==> src/rtl/alu_pkg.sv <==
// alu_pkg: shared modes, host FSM states, ALU op tables and interrupt triggers.
package alu_pkg;
  typedef enum logic [1:0] {
    MODE_A   = 2'b00,
    MODE_B   = 2'b01,
    MODE_ILL = 2'b10,
    MODE_NOP = 2'b11
  } alu_mode_e;
  typedef enum logic [2:0] {S_IDLE, S_ISSUE, S_CAPTURE, S_CLEAR, S_RESP} host_state_e;
  localparam logic [1:0] OP_A_AND  = 2'b00;
  localparam logic [1:0] OP_A_XOR  = 2'b01;
  localparam logic [1:0] OP_A_OR   = 2'b10;
  localparam logic [1:0] OP_A_ADD  = 2'b11;
  localparam logic [1:0] OP_B_NOR  = 2'b00;
  localparam logic [1:0] OP_B_SUB  = 2'b01;
  localparam logic [1:0] OP_B_XNOR = 2'b10;
  localparam logic [1:0] OP_B_XOR  = 2'b11;
  localparam logic [7:0] IRQ_A_TRIG [4] = '{8'hF8, 8'h83, 8'hFF, 8'h00};
  localparam logic [7:0] IRQ_B_TRIG [4] = '{8'hF1, 8'hF4, 8'hF5, 8'hFF};
  function automatic logic irq_hit(input logic is_b, input logic [7:0] v);
    logic hit;
    hit = 1'b0;
    for (int i = 0; i < 4; i++)
      hit |= v == (is_b ? IRQ_B_TRIG[i] : IRQ_A_TRIG[i]);
    return hit;
  endfunction
endpackage

==> src/rtl/alu_host_if.sv <==
// alu_host_if: command and response handshake bundle between a bus source and alu_host.
interface alu_host_if;
  import alu_pkg::*;
  logic       cmd_valid;
  logic       cmd_ready;
  alu_mode_e  cmd_mode;
  logic [1:0] cmd_op;
  logic [7:0] cmd_a;
  logic [7:0] cmd_b;
  logic       rsp_valid;
  logic       rsp_ready;
  logic [7:0] rsp_data;
  logic       rsp_irq;
  logic       rsp_err;
  modport master (
    output cmd_valid, cmd_mode, cmd_op, cmd_a, cmd_b, rsp_ready,
    input  cmd_ready, rsp_valid, rsp_data, rsp_irq, rsp_err
  );
  modport slave (
    input  cmd_valid, cmd_mode, cmd_op, cmd_a, cmd_b, rsp_ready,
    output cmd_ready, rsp_valid, rsp_data, rsp_irq, rsp_err
  );
endinterface

==> src/rtl/alu_host.sv <==
// alu_host: one-at-a-time command initiator driving the ALU and returning its result and interrupt.
module alu_host
  import alu_pkg::*;
#(
  parameter int IRQ_CNT_W = 8
) (
  input  logic                 alu_clk,
  input  logic                 rst,
  alu_host_if.slave            bus,
  output logic                 alu_enable,
  output logic                 alu_enable_a,
  output logic                 alu_enable_b,
  output logic [1:0]           alu_op_a,
  output logic [1:0]           alu_op_b,
  output logic [7:0]           alu_in_a,
  output logic [7:0]           alu_in_b,
  output logic                 alu_irq_clr,
  input  logic [7:0]           alu_out,
  input  logic                 alu_irq,
  output logic [IRQ_CNT_W-1:0] irq_count,
  output logic                 busy
);
  host_state_e state;
  assign busy = state != S_IDLE;
  always_ff @(posedge alu_clk or posedge rst)
    if (rst) begin
      state         <= S_IDLE;
      bus.cmd_ready <= 1'b0;
      bus.rsp_valid <= 1'b0;
      bus.rsp_data  <= '0;
      bus.rsp_irq   <= 1'b0;
      bus.rsp_err   <= 1'b0;
      alu_enable    <= 1'b0;
      alu_enable_a  <= 1'b0;
      alu_enable_b  <= 1'b0;
      alu_op_a      <= '0;
      alu_op_b      <= '0;
      alu_in_a      <= '0;
      alu_in_b      <= '0;
      alu_irq_clr   <= 1'b0;
      irq_count     <= '0;
    end else begin
      alu_enable   <= 1'b0;
      alu_enable_a <= 1'b0;
      alu_enable_b <= 1'b0;
      alu_irq_clr  <= 1'b0;
      case (state)
        S_IDLE: begin
          bus.cmd_ready <= 1'b1;
          // NOP commands are swallowed here and leave the host ready
          if (bus.cmd_valid && bus.cmd_ready && bus.cmd_mode != MODE_NOP) begin
            bus.cmd_ready <= 1'b0;
            if (bus.cmd_mode == MODE_ILL) begin
              bus.rsp_data <= '0;
              bus.rsp_irq  <= 1'b0;
              bus.rsp_err  <= 1'b1;
              state        <= S_RESP;
            end else begin
              alu_enable   <= 1'b1;
              alu_enable_a <= bus.cmd_mode == MODE_A;
              alu_enable_b <= bus.cmd_mode == MODE_B;
              alu_op_a     <= bus.cmd_mode == MODE_A ? bus.cmd_op : 2'b00;
              alu_op_b     <= bus.cmd_mode == MODE_B ? bus.cmd_op : 2'b00;
              alu_in_a     <= bus.cmd_a;
              alu_in_b     <= bus.cmd_b;
              state        <= S_ISSUE;
            end
          end
        end
        S_ISSUE: state <= S_CAPTURE;
        S_CAPTURE: begin
          bus.rsp_data <= alu_out;
          bus.rsp_irq  <= alu_irq;
          bus.rsp_err  <= 1'b0;
          if (alu_irq) begin
            if (irq_count != '1) irq_count <= irq_count + 1'b1;
            alu_irq_clr <= 1'b1;
            state       <= S_CLEAR;
          end else begin
            state <= S_RESP;
          end
        end
        S_CLEAR: state <= S_RESP;
        S_RESP:
          // valid is raised one cycle after entering RESP, then held until taken
          if (!bus.rsp_valid) begin
            bus.rsp_valid <= 1'b1;
          end else if (bus.rsp_ready) begin
            bus.rsp_valid <= 1'b0;
            bus.cmd_ready <= 1'b1;
            state         <= S_IDLE;
          end
        default: state <= S_IDLE;
      endcase
    end
endmodule

==> src/flat_wrapper.sv <==
// flat-port wrapper written by rule: the top's interface ports become plain ports
module alu_host_flat import alu_pkg::*;
#(
  parameter int IRQ_CNT_W = 8
)
  (alu_clk, rst, alu_enable, alu_enable_a, alu_enable_b, alu_op_a, alu_op_b, alu_in_a, alu_in_b, alu_irq_clr, alu_out, alu_irq, irq_count, busy, bus_cmd_valid, bus_cmd_mode, bus_cmd_op, bus_cmd_a, bus_cmd_b, bus_rsp_ready, bus_cmd_ready, bus_rsp_valid, bus_rsp_data, bus_rsp_irq, bus_rsp_err);
  alu_host_if bus_i ();
  input  logic alu_clk;
  input  logic rst;
  output logic alu_enable;
  output logic alu_enable_a;
  output logic alu_enable_b;
  output logic [1:0] alu_op_a;
  output logic [1:0] alu_op_b;
  output logic [7:0] alu_in_a;
  output logic [7:0] alu_in_b;
  output logic alu_irq_clr;
  input  logic [7:0] alu_out;
  input  logic alu_irq;
  output logic [IRQ_CNT_W-1:0] irq_count;
  output logic busy;
  input wire logic [$bits(bus_i.cmd_valid)-1:0] bus_cmd_valid;
  input wire logic [$bits(bus_i.cmd_mode)-1:0] bus_cmd_mode;
  input wire logic [$bits(bus_i.cmd_op)-1:0] bus_cmd_op;
  input wire logic [$bits(bus_i.cmd_a)-1:0] bus_cmd_a;
  input wire logic [$bits(bus_i.cmd_b)-1:0] bus_cmd_b;
  input wire logic [$bits(bus_i.rsp_ready)-1:0] bus_rsp_ready;
  output wire logic [$bits(bus_i.cmd_ready)-1:0] bus_cmd_ready;
  output wire logic [$bits(bus_i.rsp_valid)-1:0] bus_rsp_valid;
  output wire logic [$bits(bus_i.rsp_data)-1:0] bus_rsp_data;
  output wire logic [$bits(bus_i.rsp_irq)-1:0] bus_rsp_irq;
  output wire logic [$bits(bus_i.rsp_err)-1:0] bus_rsp_err;
  assign bus_i.cmd_valid = bus_cmd_valid;
  assign bus_i.cmd_mode = bus_cmd_mode;
  assign bus_i.cmd_op = bus_cmd_op;
  assign bus_i.cmd_a = bus_cmd_a;
  assign bus_i.cmd_b = bus_cmd_b;
  assign bus_i.rsp_ready = bus_rsp_ready;
  assign bus_cmd_ready = bus_i.cmd_ready;
  assign bus_rsp_valid = bus_i.rsp_valid;
  assign bus_rsp_data = bus_i.rsp_data;
  assign bus_rsp_irq = bus_i.rsp_irq;
  assign bus_rsp_err = bus_i.rsp_err;
  alu_host #(.IRQ_CNT_W(IRQ_CNT_W)) u_core (.alu_clk(alu_clk), .rst(rst), .bus(bus_i), .alu_enable(alu_enable), .alu_enable_a(alu_enable_a), .alu_enable_b(alu_enable_b), .alu_op_a(alu_op_a), .alu_op_b(alu_op_b), .alu_in_a(alu_in_a), .alu_in_b(alu_in_b), .alu_irq_clr(alu_irq_clr), .alu_out(alu_out), .alu_irq(alu_irq), .irq_count(irq_count), .busy(busy));
endmodule
==> config.mk <==
export PLATFORM = sky130hd
export DESIGN_NAME = alu_host_flat
export DESIGN_NICKNAME = d
export VERILOG_FILES = /design/src/rtl/alu_pkg.sv /design/src/rtl/alu_host_if.sv /design/src/rtl/alu_host.sv /design/src/flat_wrapper.sv
export SDC_FILE = /design/constraint.sdc
export NUM_CORES = 1
export LEC_CHECK = 0
export BUFFER_PORTS_ARGS = -buffer_cell sky130_fd_sc_hd__clkbuf_2
export CAP_MARGIN = 15
export CORE_MARGIN = 2
export CORE_UTILIZATION = 42
export CTS_CLUSTER_SIZE = 16
export DETAILED_ROUTE_END_ITERATION = 8
export GPL_ROUTABILITY_DRIVEN = 0
export HOLD_SLACK_MARGIN = 0.1
export PLACE_DENSITY = 0.71
export SLEW_MARGIN = 20
export SYNTH_ARGS = -nofsm -noshare
export SYNTH_HDL_FRONTEND = slang
export SYNTH_SLANG_ARGS = --single-unit
==> constraint.sdc <==
create_clock -name alu_clk -period 4.5 [get_ports alu_clk]
set_input_delay 0.45 -clock alu_clk [delete_from_list [all_inputs] [get_ports alu_clk]]
set_output_delay 0.45 -clock alu_clk [all_outputs]
set_load 0.02 [all_outputs]
After elaboration in Yosys (flattened, before gate mapping)
Cells that the tools add are included.
{ "totals": {"ff_bits": 47, "in_bits": 33, "output_inout_bits": 45, "word_cells": 75} }
{ "classes": {"add_sub_neg": 1, "eq_ne": 12, "mux": 34, "n_bitwise": 1, "reduce_logical": 12} }
{ "op_table": {"columns": ["operator", "n"], "rows": [
  ["$mux W1", 20],
  ["$mux W8", 2],
  ["$pmux W8 S2", 1],
  ["$mux W3", 5],
  ["$pmux W3 S5", 1],
  ["$reduce_and A3 Y1", 5],
  ["$add A8 B1 Y8 const B", 1],
  ["$ne A8 B8 Y1 const B", 1],
  ["$eq A3 B2 Y1 const B", 2],
  ["$ne A2 B1 Y1 const B", 3],
  ["$pmux W1 S2", 3],
  ["$mux W2", 2],
  ["$ne A2 B2 Y1 const B", 2],
  ["$reduce_bool A2 Y1", 2],
  ["$eq A3 B1 Y1 const B", 1],
  ["$eq A3 B3 Y1 const B", 1],
  ["$logic_not A3 Y1", 1],
  ["$reduce_bool A3 Y1", 1],
  ["$eq A2 B1 Y1 const B", 1],
  ["$eq A2 B2 Y1 const B", 1],
  ["$logic_and A1 B1 Y1", 2],
  ["$logic_not A2 Y1", 1],
  ["$not A1 Y1", 1]
]} }

Logic depth before layout (Yosys ltp)
{ "logic_depth": {"depth_word": 4, "mapped_depth": 5} }

Worst setup path before layout
Ideal clock, no wire load.
{ "synth_path": {"kind": "reg2reg", "start": "reg u_core.state[1]", "end": "reg u_core.alu_in_a[3]", "setup_time_ns": 0.125, "t_arrival_ns": 1.600, "required_ns": 4.375, "path_slack_ns": 2.776, "path_stages_with_launch": 6, "path_cell_list": "dfrtp_1 -> buf_6 -> or3_4 -> nor3_4 -> buf_6 -> mux2_2"} }
{ "synth_via": {"elab_chain_len": 2} }
{ "synth_lines": {"columns": ["item", "line", "rtl"], "rows": [
  ["start, declared", "alu_host.sv:23", "host_state_e state;"],
  ["start signal, assigned", "alu_host.sv:27", "state <= S_IDLE;"],
  ["start signal, assigned", "alu_host.sv:57", "state <= S_RESP;"],
  ["start signal, assigned", "alu_host.sv:66", "state <= S_ISSUE;"],
  ["$logic_not A3 Y1", "alu_host.sv:47", "case (state)"],
  ["$reduce_and A3 Y1 (no source line)", null, null],
  ["end signal, assigned", "alu_host.sv:64", "alu_in_a <= bus.cmd_a;"],
  ["end, declared", "alu_host.sv:15", "output logic [7:0] alu_in_a,"]
]} }
Every way passes these cells.
A chain may end at the register's enable or synchronous reset.

Final worst setup path
{ "layout_path": {"start": "reg u_core.state[0]", "end": "reg u_core.alu_in_b[1]"} }
{ "layout_via": {"elab_chain_len": 2} }
{ "layout_lines": {"columns": ["item", "line", "rtl"], "rows": [
  ["$logic_not A3 Y1", "alu_host.sv:47", null],
  ["$reduce_and A3 Y1 (no source line)", null, null],
  ["end signal, assigned", "alu_host.sv:65", "alu_in_b <= bus.cmd_b;"],
  ["end, declared", "alu_host.sv:16", "output logic [7:0] alu_in_b,"]
]} }
Every way passes these cells.

==> reports/qor.yml <==
routing:
  vias: 1400
  wl_per_cell_um: 13.56
  dr.pass1.iters: 4
  drcViolationCount: 0
  drtIter0Drc: 60
  finalWirelength_mm: 3.770
  ant_nets: 0
  viasPerCell: 5.036
global_routing:
  grt_antenna_before_repair: 0
  grt_pass1_vias: 1331
  grt_max_degree: 48
  grt-ovfl-total: 0
  grt_pass1_wl_mm: 6.154
  grt_use_total_pct: 15.21
power_and_ir_drop:
  p_int_mw: 0.9927
  p_per_area_nw_per_um2: 665.5
  p_comb_share_pct: 41.3
  clock_power_share_pct: 16.1
  pwr-share-seq_pct: 42.6
  netSwitchingPower_mw: 0.6402
  power_switching_share_pct: 39.21
  p_leak_nw: 1.237
  ir_drop_mv: 0.3258
finish:
  drive_gt1_share_pct: 50.00
  multiInputGateArea_sq_um: 700.7
  fin_nets: 259
  final_util_pct: 55.58
  layout_commonest_cell: "clkbuf_2"
  seqCellArea_sq_um: 1176
  area_delta_synth_final_pct: 26.11
  n_fill_cell: 404
  final_cell_mix: "clkbuf_2 (77), dfrtp_1 (47), mux2_2 (25), nand2_1 (10), a22o_1 (8)"
  n_antenna_cell: 0
  stdcell_area_sq_um: 2454
die:
  die_x_um: 72.06
  io_pins: 78
  start_util_pct: 44.08
  fp.dieH_um: 72.06
  rows: 24
  coreArea_sq_um: 4414
  dieArea_sq_um: 5193
setup_path:
  crit_path_top_delay_cell: "nor3_4"
  critPathLaunchType: "flip-flop"
  reg2reg_from: "u_core.state[0]"
  r2r.worst_path.cells: 3
  arrival_ns: 2.38
  cp-end-kind: "flip-flop"
  rr_endpoint: "u_core.alu_in_b[1]"
  crit_start: "u_core.state[0]"
  endpoint: "u_core.alu_in_b[1]"
  timing.reg2reg.setup_slack_ns: 2.30
  slowest_delay_ns: 0.78
  cp_cell_sequence: "or3_4 > nor3_4 > mux2_2"
  critical_path_class: "flip-flop to flip-flop"
  crit_required_ns: 4.68
  path_max_fanout: 22
outcome:
  status: "finished clean"
timing:
  worst_pin_slew_ns: 1.002
  setup_viol: 0
  finalSetupTns_ns: 0
  hold_viol_final: 0
  setup_slack_ns: 2.299
  finalCriticalPeriod_ns: 2.201
  timing.final.max_slew_violations: 0
  rsz0062_at_grt: "false"
  slew_headroom_pct: 32.97
  finClkSkew_ns: 0.003622
  max_freq_mhz: 454.3
  timing.final.crit_share_pct: 48.92
synthesis:
  synth_area_sq_um: 1946
  synth_nets: 180
  syn_area_per_cell_sq_um: 13.33
  synth.distinct_cells: 35
  ys_seq_elements: 47
  syn_inst: 146
  synth-seq-area-share_pct: 60.45
  ys_warn_count: 0
place:
  pre_cts_slack_ns: 2.266
  port_buffers: 77
  post_dp_cell_area_sq_um: 2354
  hpwl_mm: 2.831
cts:
  cts_buffer_depth: 2
  cts_sinks: 47
  cts_tree: "built"
  post_cts_resized: 0
  ctsRootBufferMaster: "clkbuf_8"
  ctsHoldBuffers: 0
  cts_inserted_buffers: 5
  path_clk_slew_ns: 0.09
  insertion_delay_ns: 0.29
  cts_setup_buffers: 0
  htreeDepth: 2
job:
  cap_violations: 0
worst_hold_path:
  hold_path_class: "primary input to asynchronous set/reset pin"
-- kinds of logic after synthesis --
logic type	count (synthesis)	synth area share [%]
flip-flops	47	60.45
AND/OR/NAND/NOR	35	10.23
multiplexers	28	16.01
AO/OA/AOI/OAI	21	8.232
buffers and inverters	12	3.537
XOR/XNOR	2	0.9005
adder cells (fa/ha/maj)	1	0.6430
-- worst max-delay path: cells and delay by family (launching register included) --
kind / cells / cell delay (ns)
mux: 1 / 0.42
simple gates: 2 / 1.22
flops: 1 / 0.45
-- worst min path at each step --
stage,startpoint,to,slack [ns],depth (start not counted)
finish,rst,u_core.alu_in_b[7],0.26,2
global route,rst,u_core.bus.rsp_data[5],0.33,2
CTS,alu_out[3],u_core.bus.rsp_data[3],0.37,2
detailed placement,u_core.bus.rsp_irq,u_core.bus.rsp_irq,0.48,1
global placement,u_core.bus.rsp_irq,u_core.bus.rsp_irq,0.48,1
floorplan,bus_cmd_mode[1],u_core.alu_enable_a,0.52,1
-- cell usage after synthesis --
library cell	number	area [sq um]
a32o_1	1	10.01
a21oi_1	2	10.01
a21boi_0	1	7.510
or3_4	1	11.26
nor2_1	6	22.52
and4b_1	1	10.01
o21a_1	2	15.01
clkbuf_1	1	3.750
dfrtp_1	47	1176
nand4_1	2	12.51
xnor2_1	2	17.52
mux2i_1	3	30.03
and2_1	2	12.51
nor2b_1	2	12.51
nor4_1	2	12.51
o211ai_1	1	7.510
and3_1	1	6.260
or4_1	1	7.510
nand2b_1	1	6.260
o21ai_0	2	10.01
a21o_1	1	7.510
a211o_1	1	8.760
o2111ai_1	1	8.760
inv_1	7	26.28
buf_6	3	33.78
a22o_1	8	70.07
o21ai_1	1	5.000
nand3_1	2	10.01
nor3_4	1	16.27
ha_1	1	12.51
buf_2	1	5.000
mux2_2	25	281.5
nand2_1	10	37.54
nor3_1	2	10.01
nand4bb_1	1	11.26
-- routing by layer --
| layer | routed length, um | share of wire [%] | track usage, % | up-vias |
|---|---|---|---|---|
| li1 | - | - | - | 680 |
| met2 | 1811 | 48 | 24.67 | 45 |
| met4 | 20 | 0.53 | 3.774 | 0 |
| met1 | 1661 | 44 | 19.72 | 672 |
| met3 | 276 | 7.3 | 5.139 | 3 |
| met5 | 0 | 0 | 0 | - |
-- stage by stage --
step | instances | hold WS (ns) | power, mW
after global placement | 270 | 0.4771 | 1.372
after CTS | 278 | 0.3707 | 1.658
after floorplan | 146 | 0.5222 | 1.165
after global routing | 278 | 0.3289 | 1.741
after detailed placement | 270 | 0.4832 | 1.390
final | 278 | 0.2554 | 1.633
-- flip-flops by register name, summed over array words and instances (netlist names), 2 cells and up --
| register | cells |
|---|---|
| u_core.bus.rsp_data | 8 |
| u_core.alu_in_b | 8 |
| u_core.state | 3 |
| u_core.alu_op_b | 2 |
| u_core.irq_count | 8 |
| u_core.alu_in_a | 8 |
| u_core.alu_op_a | 2 |
-- area by class of cell --
class | count | area share, %
Sequential cell | 47 | 47.93
Multi-Input combinational cell | 87 | 28.56
Timing Repair Buffer | 77 | 15.71
Clock buffer | 6 | 3.366
Tap cell | 52 | 2.652
Inverter | 7 | 1.122
Clock inverter | 2 | 0.6629
-- power groups by stage --
stage	Sequential [mW]	Clock, mW	Combinational, mW
5_1_grt	0.720	0.288	0.732
6_report	0.695	0.262	0.675
3_5_place_dp	0.703	0	0.687
2_1_floorplan	0.874	0	0.291
3_3_place_gp	0.701	0	0.671
4_1_cts	0.696	0.273	0.688
Power figures use the tool's default switching activity.
